$ cat config.mk
export PLATFORM = sky130hd
export DESIGN_NAME = ram_port_initiator
export DESIGN_NICKNAME = d
export VERILOG_FILES = /design/src/rtl/mem_pkg.sv /design/src/rtl/ram_port_initiator_load_align.sv /design/src/rtl/ram_port_initiator.sv
export SDC_FILE = /design/constraint.sdc
export NUM_CORES = 1
export LEC_CHECK = 0
export ABC_CLOCK_PERIOD_IN_PS = 3900
export CAP_MARGIN = 20
export CORE_ASPECT_RATIO = 0.75
export CORE_MARGIN = 3
export CORE_UTILIZATION = 30
export CTS_CLUSTER_SIZE = 20
export DETAILED_ROUTE_END_ITERATION = 7
export DONT_BUFFER_PORTS = 1
export GPL_TIMING_DRIVEN = 0
export PLACE_DENSITY = 0.51
export SETUP_SLACK_MARGIN = 0.4
export SKIP_CTS_REPAIR_TIMING = 1
export SYNTH_ARGS = -nofsm -noshare
export SYNTH_HDL_FRONTEND = slang
export SYNTH_SLANG_ARGS = --single-unit
$ cat constraint.sdc
create_clock -name CLK -period 3.9 [get_ports CLK]
set_clock_uncertainty 0.05 [all_clocks]
set_input_delay 0.78 -clock CLK [delete_from_list [all_inputs] [get_ports CLK]]
set_output_delay 0.78 -clock CLK [all_outputs]
set_load 0.1 [all_outputs]
$ cat src/rtl/mem_pkg.sv
// mem_pkg: shared access-size and FSM state types plus the byte-lane mask helper
package mem_pkg;
  typedef enum logic [1:0] {SZ_BYTE, SZ_HALF, SZ_WORD, SZ_DWORD} size_t;
  typedef enum logic [1:0] {IDLE, ISSUE, CAPTURE, RESP} state_t;
  function automatic logic [31:0] lane_mask(input logic [1:0] size, input logic [31:0] off);
    return ((32'd1 << (32'd1 << size)) - 32'd1) << off;
  endfunction
endpackage

$ cat src/rtl/ram_port_initiator_load_align.sv
// load_align: right-justifies, masks and sign/zero-extends a RAM word for a sized load
module load_align
  import mem_pkg::*;
#(
  parameter int Wordsz = 32,
  parameter int Bytesz = 8,
  parameter int Bpw    = 4
) (
  input  logic [Wordsz-1:0]        raw,
  input  logic [$clog2(Bpw)-1:0]   off,
  input  size_t                    size,
  input  logic                     sgn,
  output logic [Wordsz-1:0]        data
);
  logic [Wordsz-1:0] sh;
  int nb;
  logic msb;
  always_comb begin
    data = '0;
    sh = raw >> (Bytesz * int'(off));
    nb = Bytesz << size;
    nb = nb > Wordsz ? Wordsz : nb;
    msb = sgn & sh[$clog2(Wordsz)'(nb - 1)];
    for (int i = 0; i < Wordsz; i++) data[i] = i < nb ? sh[i] : msb;
  end
endmodule

$ cat src/rtl/ram_port_initiator.sv
// ram_port_initiator: sized byte-addressed load/store to word RAM port with registered outputs
module ram_port_initiator
  import mem_pkg::*;
#(
  parameter int Bufsz   = 1024,
  parameter int Wordsz  = 32,
  parameter int Bytesz  = 8,
  parameter int Addrsz  = $clog2(Bufsz),
  parameter int Bpw     = Wordsz / Bytesz,
  parameter int Baddrsz = Addrsz + $clog2(Bpw)
) (
  input  logic               CLK,
  input  logic               RST,
  input  logic               REQ_VALID,
  output logic               REQ_READY,
  input  logic               REQ_WRITE,
  input  logic [1:0]         REQ_SIZE,
  input  logic               REQ_SIGNED,
  input  logic [Baddrsz-1:0] REQ_ADDR,
  input  logic [Wordsz-1:0]  REQ_DATA,
  output logic               RSP_VALID,
  input  logic               RSP_READY,
  output logic [Wordsz-1:0]  RSP_DATA,
  output logic               RSP_FAULT,
  output logic [Addrsz-1:0]  RAM_ADDR,
  output logic [Bpw-1:0]     RAM_W_SEL,
  output logic [Wordsz-1:0]  RAM_IN,
  input  logic [Wordsz-1:0]  RAM_OUT
);
  localparam int Ob = $clog2(Bpw);
  state_t state, state_n;
  logic wr_q, sgn_q;
  size_t sz_q;
  logic [Ob-1:0] off_q, off;
  logic [Addrsz-1:0] waddr, addr_n;
  logic accept, fault, go, ready_n, valid_n, fault_n;
  logic [Wordsz-1:0] aligned, data_n, in_n;
  logic [Bpw-1:0] wsel_n;
  assign off = REQ_ADDR[Ob-1:0];
  assign waddr = REQ_ADDR[Baddrsz-1:Ob];
  assign accept = state == IDLE && REQ_VALID;
  assign fault = int'(REQ_SIZE) > Ob || (int'(off) & ((1 << REQ_SIZE) - 1)) != 0;
  assign go = accept && !fault;
  load_align #(.Wordsz(Wordsz), .Bytesz(Bytesz), .Bpw(Bpw)) u_align (
    .raw(RAM_OUT), .off(off_q), .size(sz_q), .sgn(sgn_q), .data(aligned)
  );
  always_ff @(posedge CLK) begin
    if (RST) begin
      state <= IDLE;
      REQ_READY <= 1'b1;
      RSP_VALID <= 1'b0;
      RSP_DATA <= '0;
      RSP_FAULT <= 1'b0;
      RAM_ADDR <= '0;
      RAM_W_SEL <= '0;
      RAM_IN <= '0;
      wr_q <= 1'b0;
      sgn_q <= 1'b0;
      sz_q <= SZ_BYTE;
      off_q <= '0;
    end else begin
      state <= state_n;
      REQ_READY <= ready_n;
      RSP_VALID <= valid_n;
      RSP_DATA <= data_n;
      RSP_FAULT <= fault_n;
      RAM_ADDR <= addr_n;
      RAM_W_SEL <= wsel_n;
      RAM_IN <= in_n;
      if (accept) begin
        wr_q <= REQ_WRITE;
        sgn_q <= REQ_SIGNED;
        sz_q <= size_t'(REQ_SIZE);
        off_q <= off;
      end
    end
  end
  always_comb
    state_n = state == IDLE    ? (accept ? (fault ? RESP : ISSUE) : IDLE) :
              state == ISSUE   ? (wr_q ? RESP : CAPTURE) :
              state == CAPTURE ? RESP :
              (RSP_READY ? IDLE : RESP);
  // next-cycle values of the registered outputs
  always_comb begin
    ready_n = state_n == IDLE;
    valid_n = state_n == RESP;
    data_n = state == CAPTURE ? aligned : state == RESP && !RSP_READY ? RSP_DATA : '0;
    fault_n = accept ? fault : state == RESP && !RSP_READY ? RSP_FAULT : 1'b0;
    addr_n = go ? waddr : RAM_ADDR;
    wsel_n = go && REQ_WRITE ? Bpw'(lane_mask(REQ_SIZE, 32'(off))) : '0;
    in_n = go && REQ_WRITE ? REQ_DATA << (Bytesz * int'(off)) : RAM_IN;
  end
endmodule
Word-level counts from Yosys, hierarchy flattened --
Cells that the tools add are included.
Storage, ports and cells: flip-flop bits (word level) 89, latch bits 0, bits in writable memories 0, ROM bits 0, input port bits 84, output and inout port bits 81, memories 0
Operators by class: $add $sub $neg 3, multipliers 0, divide/modulo/power cells 0, magnitude comparators 35, eq/ne operators 6, shifts and indexed selects 6, muxes and demuxes 47, bitwise logic cells 3, reduce and logical (&&, ||, !) cells 11
Operator list (count):
- $lt A6 B32 Y1 const A | 16
- $lt A5 B32 Y1 const A | 8
- $lt A4 B32 Y1 const A | 4
- $mux W32 | 3
- $lt A3 B32 Y1 const A | 2
- $mux W1 | 37
- $and A3 B32 Y32 | 1
- $gt A32 B7 Y1 const B | 1
- $lt A1 B32 Y1 const A | 1
- $lt A2 B32 Y1 const A | 1
- $reduce_bool A32 Y1 | 1
- $shl A1 B2 Y32 const A | 1
- $shl A1 B32 Y32 const A | 1
- $shl A32 B2 Y4 | 1
- $shl A32 B5 Y32 | 1
- $shl A4 B2 Y32 const A | 1
- $shr A32 B5 Y32 | 1
- $sub A32 B1 Y32 const B | 1
- $sub A32 B2 Y32 const B | 1
- $mux W2 | 6
- $lt A5 B7 Y1 const B | 1
- $eq A2 B2 Y1 const B | 3
- $bmux W1 S5 | 1
- $sub A5 B2 Y5 const B | 1
- other kinds (10) | 16

Depth between registers and ports, before layout --
Gate-level depths: netlist of run 1.
depth in word-level cells 10, gate-level depth with buffers 10, depth with buffers taken out 7

Hierarchy --
A second synthesis of run 1 with hierarchy kept.
Unflattened totals: cell total of the unflattened synthesis 551, area, all modules 4893.4 um2
By module, submodules not included:
- ram_port_initiator | times used 1, cells each 423, area each 4087.7 um2, seq. area each 1781.7 um2
- load_align | times used 1, cells each 128, area each 805.8 um2, seq. area each 0.0 um2

Worst setup path before layout of run 1 --
No wires, ideal clock.
path type input to register, from in REQ_SIZE[1], to reg RAM_IN[19], data arrival time 2.417 ns, data required time 3.718 ns, slack 1.301 ns, cell stages on the path 10, path through nor2_1 > inv_1 > ha_1 > nor2b_1 > or3_1 > buf_2 > buf_6 > clkbuf_1 > a211oi_1 > nor3_1
Between the ends: cells in the longest elaborated chain, start to end 8, elaborated cells on any way between the ends 9, those cells by class add/sub: 1; order compare: 1; shift: 1; bitwise: 1; reduce/logical: 5
RTL lines:
- start: declaration | RTL line ram_port_initiator.sv:17 | input logic [1:0] REQ_SIZE,
- $shl A1 B2 Y32 | RTL line ram_port_initiator.sv:42 | assign fault = int'(REQ_SIZE) > Ob || (int'(off) & ((1 << REQ_SIZE) - 1)) != 0;
- $sub A32 B2 Y32 | RTL line ram_port_initiator.sv:42
- $and A3 B32 Y32 | RTL line ram_port_initiator.sv:42
- $reduce_bool A32 Y1 | RTL line ram_port_initiator.sv:42
- $logic_or A1 B1 Y1 * | RTL line ram_port_initiator.sv:42
- $logic_not A1 Y1 * | RTL line ram_port_initiator.sv:43 | assign go = accept && !fault;
- $logic_and A1 B1 Y1 * | RTL line ram_port_initiator.sv:43
- $logic_and A1 B1 Y1 * | RTL line ram_port_initiator.sv:91 | in_n = go && REQ_WRITE ? REQ_DATA << (Bytesz * int'(off)) : RAM_IN;
- end signal: assignment | RTL line ram_port_initiator.sv:69 | RAM_IN <= in_n;
- end: declaration | RTL line ram_port_initiator.sv:27 | output logic [Wordsz-1:0] RAM_IN,
Mark *: on every way between the ends. The rest lies on a longest branch, timed or not. A chain may end at the register's enable or synchronous reset.

Worst setup path after layout of run 1 --
from reg sz_q[1], to reg RSP_DATA[29]
Between the ends: cells in the longest elaborated chain, start to end 10, elaborated cells on any way between the ends 11, those cells by class add/sub: 1; order compare: 2; shift: 1; mux: 6; bitwise: 1
RTL lines:
- start: declaration | RTL line ram_port_initiator.sv:33 | size_t sz_q;
- start signal: assignment | RTL line ram_port_initiator.sv:73 | sz_q <= size_t'(REQ_SIZE);
- $shl A4 B2 Y32 * | RTL line ram_port_initiator_load_align.sv:21 | nb = Bytesz << size;
- $gt A32 B7 Y1 | RTL line ram_port_initiator_load_align.sv:22 | nb = nb > Wordsz ? Wordsz : nb;
- $mux W32 * | RTL line ram_port_initiator_load_align.sv:22
- $sub A5 B2 Y5 | RTL line ram_port_initiator_load_align.sv:23 | msb = sgn & sh[$clog2(Wordsz)'(nb - 1)];
- $bmux W1 S5 | RTL line ram_port_initiator_load_align.sv:23
- $mux W1 (implied by the code) (2 in a row) | RTL line ram_port_initiator_load_align.sv:23
- $and A1 B1 Y1 | RTL line ram_port_initiator_load_align.sv:23
- $mux W1 * | RTL line ram_port_initiator_load_align.sv:24 | for (int i = 0; i < Wordsz; i++) data[i] = i < nb ? sh[i] : msb;
- $mux W32 * | RTL line ram_port_initiator.sv:87 | data_n = state == CAPTURE ? aligned : state == RESP && !RSP_READY ? RSP_DATA : '0;
- end signal: assignment | RTL line ram_port_initiator.sv:65 | RSP_DATA <= data_n;
- end: declaration | RTL line ram_port_initiator.sv:23 | output logic [Wordsz-1:0] RSP_DATA,
Mark *: on every way between the ends. The rest lies on a longest branch, timed or not. The select of a mux whose other input is x is not followed.

==> flow_summary_export.csv, run 1 <==
group,metric,value,unit
power_and_ir_drop,ir_drop,0.183,mV
job,cap_viol_max_count,0,
cells_and_area,synthToLayoutAreaGrowth,12.6,%
synthesis,ys_types,45,
cells_and_area,final_nets,621,
timing,rsz0062_at_grt,"no",
floorplan,die_w,148,um
timing,fmax,0.349,GHz
timing,post-route-period-util,73.6,%
placed_design,dp_cells,722,
floorplan,die-height,112,um
cells_and_area,final_area,0.00509,mm^2
drt,wire_per_inst,21.0,um
min_path,hold_depth,2,
min_path,hp-start,"wr_q",
setup_path,cp.required,4.04,ns
synthesis,synthesis.area,0.00452,mm^2
power_and_ir_drop,power_frac_clock,38.7,%
timing,setup_viol,0,
power_and_ir_drop,comb_power_share,13.1,%
global_route,grt.total_usage,18.0,%
cells_and_area,final_cell_mix,"dfxtp_1, nand2_1, nor2_1",
synthesis,syn_nets,610,
drt,antenna_left,0,
setup_path,crit_fanout,10,
cts,clk_root_buffer_cell,"clkbuf_16",
timing,worstMarginPinSlew,1.03,ns
power_and_ir_drop,swShare,33.2,%
synthesis,ys_ff_latch,89,
cells_and_area,layout_commonest_cell,"dfxtp_1",
synthesis,synth.avg_cell_area,8.65,um^2
timing,period_minus_slack,2.87,ns
synthesis,ys.flop_type,"dfxtp_1",
power_and_ir_drop,switching_power,0.814,mW
global_route,grt_pass1_wl,23400,um
setup_path,critPathLaunch,"sz_q[1]",
floorplan,start_util,30.9,%
global_route,grt_overflow_total,0,
setup_path,r2r_start,"sz_q[1]",
cts,clkTransAtPathRegs,0.07,ns
floorplan,ios,165,
synthesis,yosys_warnings,0,
cts,clock_latency,0.35,ns
power_and_ir_drop,internal_power,1.64,mW
global_route,grt_pass1_vias,3925,
cells_and_area,fin_cells,738,
setup_path,r2r_cells,8,
timing,slew_viol_final,0,
global_route,antenna_found_initial,0,
drt,wl,15500,um
timing,tns,0,ns
cts,cts_max_path_buffers,2,
drt,vias,4103,
placed_design,port_buffers,0,
power_and_ir_drop,p_leak,1.76,nW
drt,vias_per_cell,5.56,
cts,clock-sinks,89,
global_route,grt_max_degree,16,
floorplan,die-area,0.0166,mm^2
placed_design,place_hpwl,12000,um
placed_design,place_congestion,0.932,
cts,cts_htree_levels,3,
run_status,outcome,"finished, final reports clean",
timing,finalHoldViolations,0,
cts,cts_tree,"yes",
synthesis,synth-edff-count,0,
min_path,hold_path_class,"reg -> reg",
cells_and_area,n_fill_cell,1535,
cells_and_area,drive_above_1_share,12.1,%
synthesis,synthCells,522,
drt,drc,0,
setup_path,critPathKind,"reg -> reg",
synthesis,ys_seq_area_share,39.4,%
floorplan,fp.coreArea,0.0146,mm^2
synthesis,async_flop_share,0,%
timing,relSlewSlack,31.5,%
power_and_ir_drop,power_density,483,mW/mm^2
setup_path,endpoint_kind,"flip-flop",
drt,dr.pass1.iters,5,
setup_path,arrival,3.01,ns
drt,drtIter0Drc,415,
floorplan,rows,38,
power_and_ir_drop,pwr-share-seq,48.2,%
placed_design,placed_area,0.00477,mm^2
setup_path,startpoint_type,"flip-flop",
cells_and_area,n_antenna_cell,0,
cts,tritoncts.num_buffers,9,
timing,holdWs,0.430,ns
[path summary, 6_finish.rpt]
check | slack (ns) | end
max | 1.03 | RSP_DATA[29]
min | 0.43 | wr_q
max reg2reg | 1.03 | RSP_DATA[29]
min reg2reg | 0.43 | wr_q
[per-layer routing]
layer,global-route usage [%],vias to the layer above,share of wire (%)
met5,0,-,0
met4,4.59,0,1.4
met3,6.42,16,10
met2,26.2,196,43
met1,25.4,1972,45
li1,-,1919,-
[stage by stage]
stage | util [%] | setup WS (ns) | total power, mW
floorplan | - | 1.30 | 1.44
global placement | 32.7 | 0.766 | 1.51
CTS | 34.8 | 1.07 | 2.47
global route | 34.8 | 0.792 | 2.55
finish | 34.8 | 1.03 | 2.45
detailed placement | 32.7 | 0.787 | 1.52
[power groups by stage]
stage	Clock (mW)	Combinational (mW)	Sequential, mW
detailed placement	0	0.316	1.20
finish	0.950	0.322	1.18
CTS	0.970	0.317	1.18
floorplan	0	0.242	1.19
global route	1.01	0.351	1.19
global placement	0	0.311	1.20
[cells by family after synthesis]
group           Yosys count  share of synthesized area (%)
mux                      55                           12.9
simple gates            175                           18.4
fa+ha+maj                 5                           1.36
buf+inv                  55                           5.24
flops                    89                           39.4
compound gates          143                           22.6
[critical path, cell delays in order, from the launching register on]
cell and delay (ns):
dfxtp_1 0.38, clkbuf_1 0.36, clkbuf_1 0.49, nor2b_1 0.11, ha_1 0.32, nor2_1 0.04, o2111ai_1 0.26, clkbuf_1 0.47
a41oi_1 0.22
[synthesized netlist by cell type, drive strengths merged, types with 2 or more instances]
library cell	n	area, um^2
dfxtp	89	1780
nand2	65	244
nor2	43	161
a21oi	41	205
mux2i	38	380
clkbuf	36	135
a41oi	23	201
a211oi	16	120
mux2	16	180
a31o	15	131
buf	15	86.3
nor2b	13	81.3
nor3	11	55.1
or3	10	62.6
nand3	9	45.0
a21o	8	60.1
a22oi	8	60.1
nand3b	8	60.1
o211ai	8	60.1
a211o	7	61.3
o21a	7	52.6
ha	4	50.1
nand2b	4	25.0
o21ai	4	20.0
inv	3	11.3
nor3b	3	27.5
and3	2	12.5
nor4	2	12.5
[state kept, by name, indices dropped and copies added (netlist names)]
signal,cells
RSP_FAULT,1
sz_q,2
state,2
RSP_DATA,32
RSP_VALID,1
off_q,2
REQ_READY,1
RAM_IN,32
RAM_ADDR,10
wr_q,1
sgn_q,1
RAM_W_SEL,4
[area by class of cell]
type | instances | area, um^2 | share of cell area [%]
plain buffers | 51 | 221 | 4.35
clock inverters | 6 | 90.1 | 1.77
inverters | 4 | 15.0 | 0.295
well taps | 200 | 250 | 4.92
flip-flops and latches | 89 | 1780 | 35.0
clock buffers | 10 | 229 | 4.50
multi-input cells | 378 | 2500 | 49.1
(Power assumes the default switching activity.)
==> inputs of run 2 (changes only) <==
--- a/config.mk
+++ b/config.mk
@@ -5,7 +5,7 @@
 export SDC_FILE = /design/constraint.sdc
 export NUM_CORES = 1
 export LEC_CHECK = 0
-export ABC_CLOCK_PERIOD_IN_PS = 3900
+export ABC_CLOCK_PERIOD_IN_PS = 2700
 export CAP_MARGIN = 20
 export CORE_ASPECT_RATIO = 0.75
 export CORE_MARGIN = 3
==> constraint.sdc (replaced) <==
create_clock -name CLK -period 2.7 [get_ports CLK]
set_clock_uncertainty 0.05 [all_clocks]
set_input_delay 0.54 -clock CLK [delete_from_list [all_inputs] [get_ports CLK]]
set_output_delay 0.54 -clock CLK [all_outputs]
set_load 0.1 [all_outputs]
==> flow_summary_export.csv, run 2 (synthesis results as in run 1) <==
group,metric,value,unit
timing,slew_viol_final,0,
power_and_ir_drop,p_leak,1.80,nW
setup_path,startpoint_type,"input port",
setup_path,arrival,2.44,ns
setup_path,cp_num_cells,9,
drt,vias_per_cell,5.60,
timing,fmax,0.452,GHz
setup_path,crit_fanout,10,
setup_path,slowest_stage,"or3_1",
cells_and_area,drive_above_1_share,16.5,%
floorplan,rows,38,
setup_path,crit_chain,"nor2_2, inv_1, ha_1, nor2b_2, or3_1, buf_2, buf_6, or3_1, a21oi_1",
timing,finalHoldViolations,0,
placed_design,place_congestion,0.890,
drt,drtIter0Drc,296,
timing,post-route-period-util,81.9,%
setup_path,critPathKind,"in -> reg",
cts,clock-sinks,89,
setup_path,critPathLaunch,"REQ_SIZE[1]",
setup_path,r2r_cells,9,
min_path,hp-start,"REQ_SIZE[1]",
cells_and_area,synthToLayoutAreaGrowth,14.0,%
timing,relSlewSlack,31.3,%
job,cap_viol_max_count,0,
setup_path,endpoint,"RAM_IN[15]",
global_route,grt_pass1_wl,23500,um
setup_path,crit_path_frequent_cell,"or3_1",
placed_design,port_buffers,0,
cts,clk_root_buffer_cell,"clkbuf_16",
setup_path,ff2ff_setup_slack,0.50,ns
drt,antenna_left,0,
setup_path,r2r_start,"sz_q[1]",
run_status,outcome,"finished, final reports clean",
setup_path,endpoint_kind,"flip-flop",
drt,drc,0,
timing,setup_viol,0,
drt,vias,4131,
drt,dr.pass1.iters,5,
min_path,hold_path_class,"in -> reg",
power_and_ir_drop,ir_drop,0.300,mV
setup_path,slowest_delay,0.38,ns
setup_path,cp.required,2.92,ns
drt,wire_per_inst,20.9,um
global_route,grt_max_degree,16,
timing,period_minus_slack,2.21,ns
cts,cts_htree_levels,3,
setup_path,r2r_end,"RSP_DATA[15]",
global_route,grt_pass1_vias,3992,
floorplan,start_util,30.9,%
cells_and_area,final_cell_mix,"dfxtp_1, nand2_1, nor2_1",
power_and_ir_drop,power_density,668,mW/mm^2
cts,clock_latency,0.35,ns
setup_path,crit_family,"simple AND/OR/NAND/NOR gates",
placed_design,preCtsSetupSlack,-0.0776,ns
cts,cts_tree,"yes",
cts,clkTransAtPathRegs,0.07,ns
cells_and_area,layout_commonest_cell,"dfxtp_1",
floorplan,die-height,112,um
setup_path,path_buf_inv,3,
global_route,grt.total_usage,18.2,%
timing,holdWs,0.287,ns
floorplan,fp.coreArea,0.0146,mm^2
floorplan,die_w,148,um
cells_and_area,reg_top3,"RAM_IN x32, RSP_DATA x32, RAM_ADDR x10",
drt,wl,15400,um
placed_design,place_hpwl,11900,um
cts,tritoncts.num_buffers,9,
timing,rsz0062_at_grt,"yes",
cells_and_area,n_fill_cell,1511,
timing,worstMarginPinSlew,1.03,ns
timing,worst_slack,0.488,ns
global_route,antenna_found_initial,0,
floorplan,ios,165,
global_route,grt_overflow_total,0,
cts,cts_max_path_buffers,2,
cells_and_area,n_antenna_cell,0,
cells_and_area,final_nets,621,
floorplan,die-area,0.0166,mm^2
[run 2: worst min-delay path by stage]
stage                     slack (ns)           to  cells past startpoint
after floorplan                 0.40         wr_q                      2
after global placement          0.41         wr_q                      2
after detailed placement        0.42         wr_q                      2
after CTS                       0.28      sz_q[1]                      2
after global routing            0.30  RAM_ADDR[5]                      2
final                           0.29      sz_q[1]                      2
[run 2: power by group]
part,internal [mW],switching [mW],leakage (nW),total (mW)
registers,1.37,0.344,0.722,1.71
clock network,0.706,0.545,0.145,1.25
logic,0.197,0.280,0.935,0.478
[run 2: final cells by class]
cell class | instances | area, um^2 | area share [%]
Tap cell | 200 | 250 | 4.86
Sequential cell | 89 | 1780 | 34.6
Clock buffer | 12 | 267 | 5.17
Multi-Input combinational cell | 378 | 2550 | 49.5
Inverter | 4 | 15.0 | 0.291
Buffer | 51 | 254 | 4.93
Clock inverter | 4 | 33.8 | 0.656
[run 2: stage by stage]
step	setup TNS, ns	power (mW)	util, %	cell area (um^2)	std cells
2_1_floorplan	0	2.07	-	4520	522
3_3_place_gp	-1.50	2.18	32.7	4770	722
3_5_place_dp	-1.02	2.19	32.7	4770	722
4_1_cts	-0.504	3.46	34.7	5070	738
5_1_grt	0	3.58	35.3	5150	738
6_report	0	3.44	35.3	5150	738
[run 2: worst register-to-register path, stage by stage, from the launching register on]
cell,delay (ns)
dfxtp_2,0.35
or2_2,0.29
clkbuf_4,0.20
inv_2,0.10
ha_1,0.16
nand3_1,0.07
or3_1,0.35
clkbuf_2,0.16
buf_2,0.21
a41oi_1,0.18
[run 2: metal layers]
metal	vias to the layer above	share of wire (%)	track usage (%)
li1	1929	-	-
met1	1989	46	25.7
met2	192	43	26.1
met3	21	9.5	6.54
met4	0	1.5	5.28
met5	-	0	0
==> inputs of run 3 (changes only) <==
--- a/config.mk
+++ b/config.mk
@@ -5,7 +5,7 @@
 export SDC_FILE = /design/constraint.sdc
 export NUM_CORES = 1
 export LEC_CHECK = 0
-export ABC_CLOCK_PERIOD_IN_PS = 2700
+export ABC_CLOCK_PERIOD_IN_PS = 1900
 export CAP_MARGIN = 20
 export CORE_ASPECT_RATIO = 0.75
 export CORE_MARGIN = 3
@@ -14,7 +14,7 @@
 export DETAILED_ROUTE_END_ITERATION = 7
 export DONT_BUFFER_PORTS = 1
 export GPL_TIMING_DRIVEN = 0
-export PLACE_DENSITY = 0.51
+export PLACE_DENSITY = 0.52
 export SETUP_SLACK_MARGIN = 0.4
 export SKIP_CTS_REPAIR_TIMING = 1
 export SYNTH_ARGS = -nofsm -noshare
==> constraint.sdc (replaced) <==
create_clock -name CLK -period 1.9 [get_ports CLK]
set_clock_uncertainty 0.05 [all_clocks]
set_input_delay 0.38 -clock CLK [delete_from_list [all_inputs] [get_ports CLK]]
set_output_delay 0.38 -clock CLK [all_outputs]
set_load 0.1 [all_outputs]
==> flow_summary_export.csv, run 3 (synthesis results as in run 1) <==
group,metric,value,unit
global_route,grt.busiest_layer,"met2",
run_status,violations,"setup timing",
power_and_ir_drop,switching_power,1.78,mW
power_and_ir_drop,ir_drop,0.512,mV
timing,period_minus_slack,1.92,ns
setup_path,r2r_end,"RAM_IN[15]",
job,cap_viol_max_count,0,
timing,finalHoldViolations,0,
global_route,use_met3,7.26,%
drt,vias_per_cell,5.49,
placed_design,place_hpwl,12100,um
timing,slew_viol_final,0,
floorplan,fp.coreArea,0.0146,mm^2
setup_path,endpoint,"RAM_IN[15]",
floorplan,start_util,30.9,%
cells_and_area,synthToLayoutAreaGrowth,46.5,%
timing,fmax,0.522,GHz
cells_and_area,fin_util,45.3,%
power_and_ir_drop,p_leak,2.34,nW
global_route,grt_use_met2,26.9,%
floorplan,die-area,0.0166,mm^2
cts,clock-sinks,89,
setup_path,crit_chain,"buf_6, nand4bb_4, or3_4, buf_6, buf_12, or3_4, a21oi_1",
cts,clock_latency,0.35,ns
power_and_ir_drop,internal_power,3.80,mW
cts,tritoncts.num_buffers,9,
power_and_ir_drop,comb_power_share,17.5,%
drt,antenna_left,0,
setup_path,ff2ff_setup_slack,-0.02,ns
setup_path,cp.required,2.13,ns
power_and_ir_drop,power_density,844,mW/mm^2
drt,dr.pass1.iters,5,
timing,rsz0062_at_grt,"yes",
timing,relSlewSlack,35.5,%
cts,cts_tree,"yes",
cts,cts_htree_levels,3,
cells_and_area,final_nets,660,
cts,clk_root_buffer_cell,"clkbuf_16",
setup_path,critPathKind,"reg -> reg",
floorplan,die-height,112,um
min_path,hold_path_class,"in -> reg",
cells_and_area,final_cell_mix,"dfxtp_2, nand2_1, nor2_1",
cells_and_area,n_fill_cell,1385,
setup_path,startpoint_type,"flip-flop",
setup_path,crit_fanout,7,
global_route,grt_pass1_wl,24100,um
floorplan,rows,38,
cts,clkTransAtPathRegs,0.07,ns
power_and_ir_drop,power_frac_clock,38.8,%
cells_and_area,seq_area,0.00191,mm^2
global_route,antenna_found_initial,0,
drt,wire_per_inst,21.9,um
power_and_ir_drop,swShare,31.9,%
timing,setup_viol,5,
cells_and_area,reg_top3,"RAM_IN x32, RSP_DATA x32, RAM_ADDR x10",
setup_path,slowest_delay,0.39,ns
cells_and_area,n_antenna_cell,0,
drt,drtIter0Drc,339,
setup_path,slowest_stage,"or3_4",
drt,wl,17000,um
placed_design,place_congestion,0.827,
global_route,grt_pass1_vias,3974,
global_route,grt_max_degree,15,
timing,worst_slack,-0.0154,ns
timing,post-route-period-util,101,%
run_status,outcome,"finished, violations left",
placed_design,preCtsSetupSlack,-0.712,ns
global_route,grt_overflow_total,0,
drt,drc,0,
setup_path,r2r_start,"state[1]",
floorplan,ios,165,
floorplan,die_w,148,um
global_route,grt.total_usage,18.8,%
global_route,grt_use_met1,26.0,%
cells_and_area,multi_input_area,0.00319,mm^2
cells_and_area,drive_above_1_share,55.6,%
drt,vias,4262,
placed_design,port_buffers,0,
cts,cts_max_path_buffers,2,
setup_path,arrival,2.15,ns
cells_and_area,layout_commonest_cell,"dfxtp_2",
setup_path,endpoint_kind,"flip-flop",
setup_path,r2r_cells,7,
power_and_ir_drop,pwr-share-seq,43.8,%
setup_path,critPathLaunch,"state[1]",
timing,worstMarginPinSlew,0.967,ns
min_path,hold_depth,2,
run 3: cell count changes in the layout (fill, tap and decap cells not counted), moves of 11 or more:
cell and change:
buf_6 +17, a21oi_1 -21, nand2_4 +12, a41oi_2 +22, buf_4 +24, clkbuf_1 -11
buf_2 -11, nand2_1 -19, a41oi_1 -22, dfxtp_1 -83, a21oi_2 +21, dfxtp_2 +75
run 3: worst min path at each step:
stage,startpoint,to,slack [ns]
floorplan,wr_q,wr_q,0.40
global placement,wr_q,wr_q,0.42
detailed placement,wr_q,wr_q,0.42
CTS,REQ_DATA[2],RAM_IN[2],0.11
global route,REQ_DATA[2],RAM_IN[2],0.11
finish,REQ_DATA[1],RAM_IN[1],0.12
run 3: cell type report:
| cell class | instances | area share (%) |
|---|---|---|
| Clock buffer | 12 | 4.03 |
| Buffer | 51 | 6.62 |
| Sequential cell | 89 | 28.8 |
| Inverter | 4 | 0.359 |
| Timing Repair Buffer | 39 | 6.64 |
| Multi-Input combinational cell | 378 | 48.3 |
| Tap cell | 200 | 3.78 |
| Clock inverter | 4 | 1.47 |
run 3: stage by stage:
step | instances | cell area, um^2 | total power, mW | hold slack (ns) | TNS, ns
final | 777 | 6620 | 5.58 | 0.124 | -0.0335
after global placement | 722 | 5080 | 3.16 | 0.417 | -23.93
after global routing | 777 | 6620 | 5.78 | 0.113 | -1.38
after CTS | 738 | 5440 | 5.34 | 0.113 | -19.24
after floorplan | 522 | 4830 | 2.99 | 0.401 | -2.09
after detailed placement | 722 | 5080 | 3.17 | 0.422 | -26.12
run 3: worst max-delay path, delay by kind of cell, from the launching register on:
| family | cells | cell delay (ns) |
|---|---|---|
| compound gates | 1 | 0.12 |
| buf+inv | 3 | 0.41 |
| flops | 1 | 0.31 |
| simple gates | 3 | 0.94 |
run 3: power groups by stage:
stage / Sequential (mW) / Combinational (mW) / Clock, mW
final: 2.44 / 0.975 / 2.16
after global routing: 2.45 / 1.05 / 2.28
after CTS: 2.43 / 0.701 / 2.21
after detailed placement: 2.47 / 0.697 / 0
after global placement: 2.47 / 0.686 / 0
after floorplan: 2.45 / 0.540 / 0
run 3: layer usage:
layer | vias to the layer above | part of all wire, %
met4 | 0 | 2.1
met2 | 176 | 43
met1 | 2051 | 44
met3 | 31 | 10
li1 | 2004 | -
met5 | - | 0
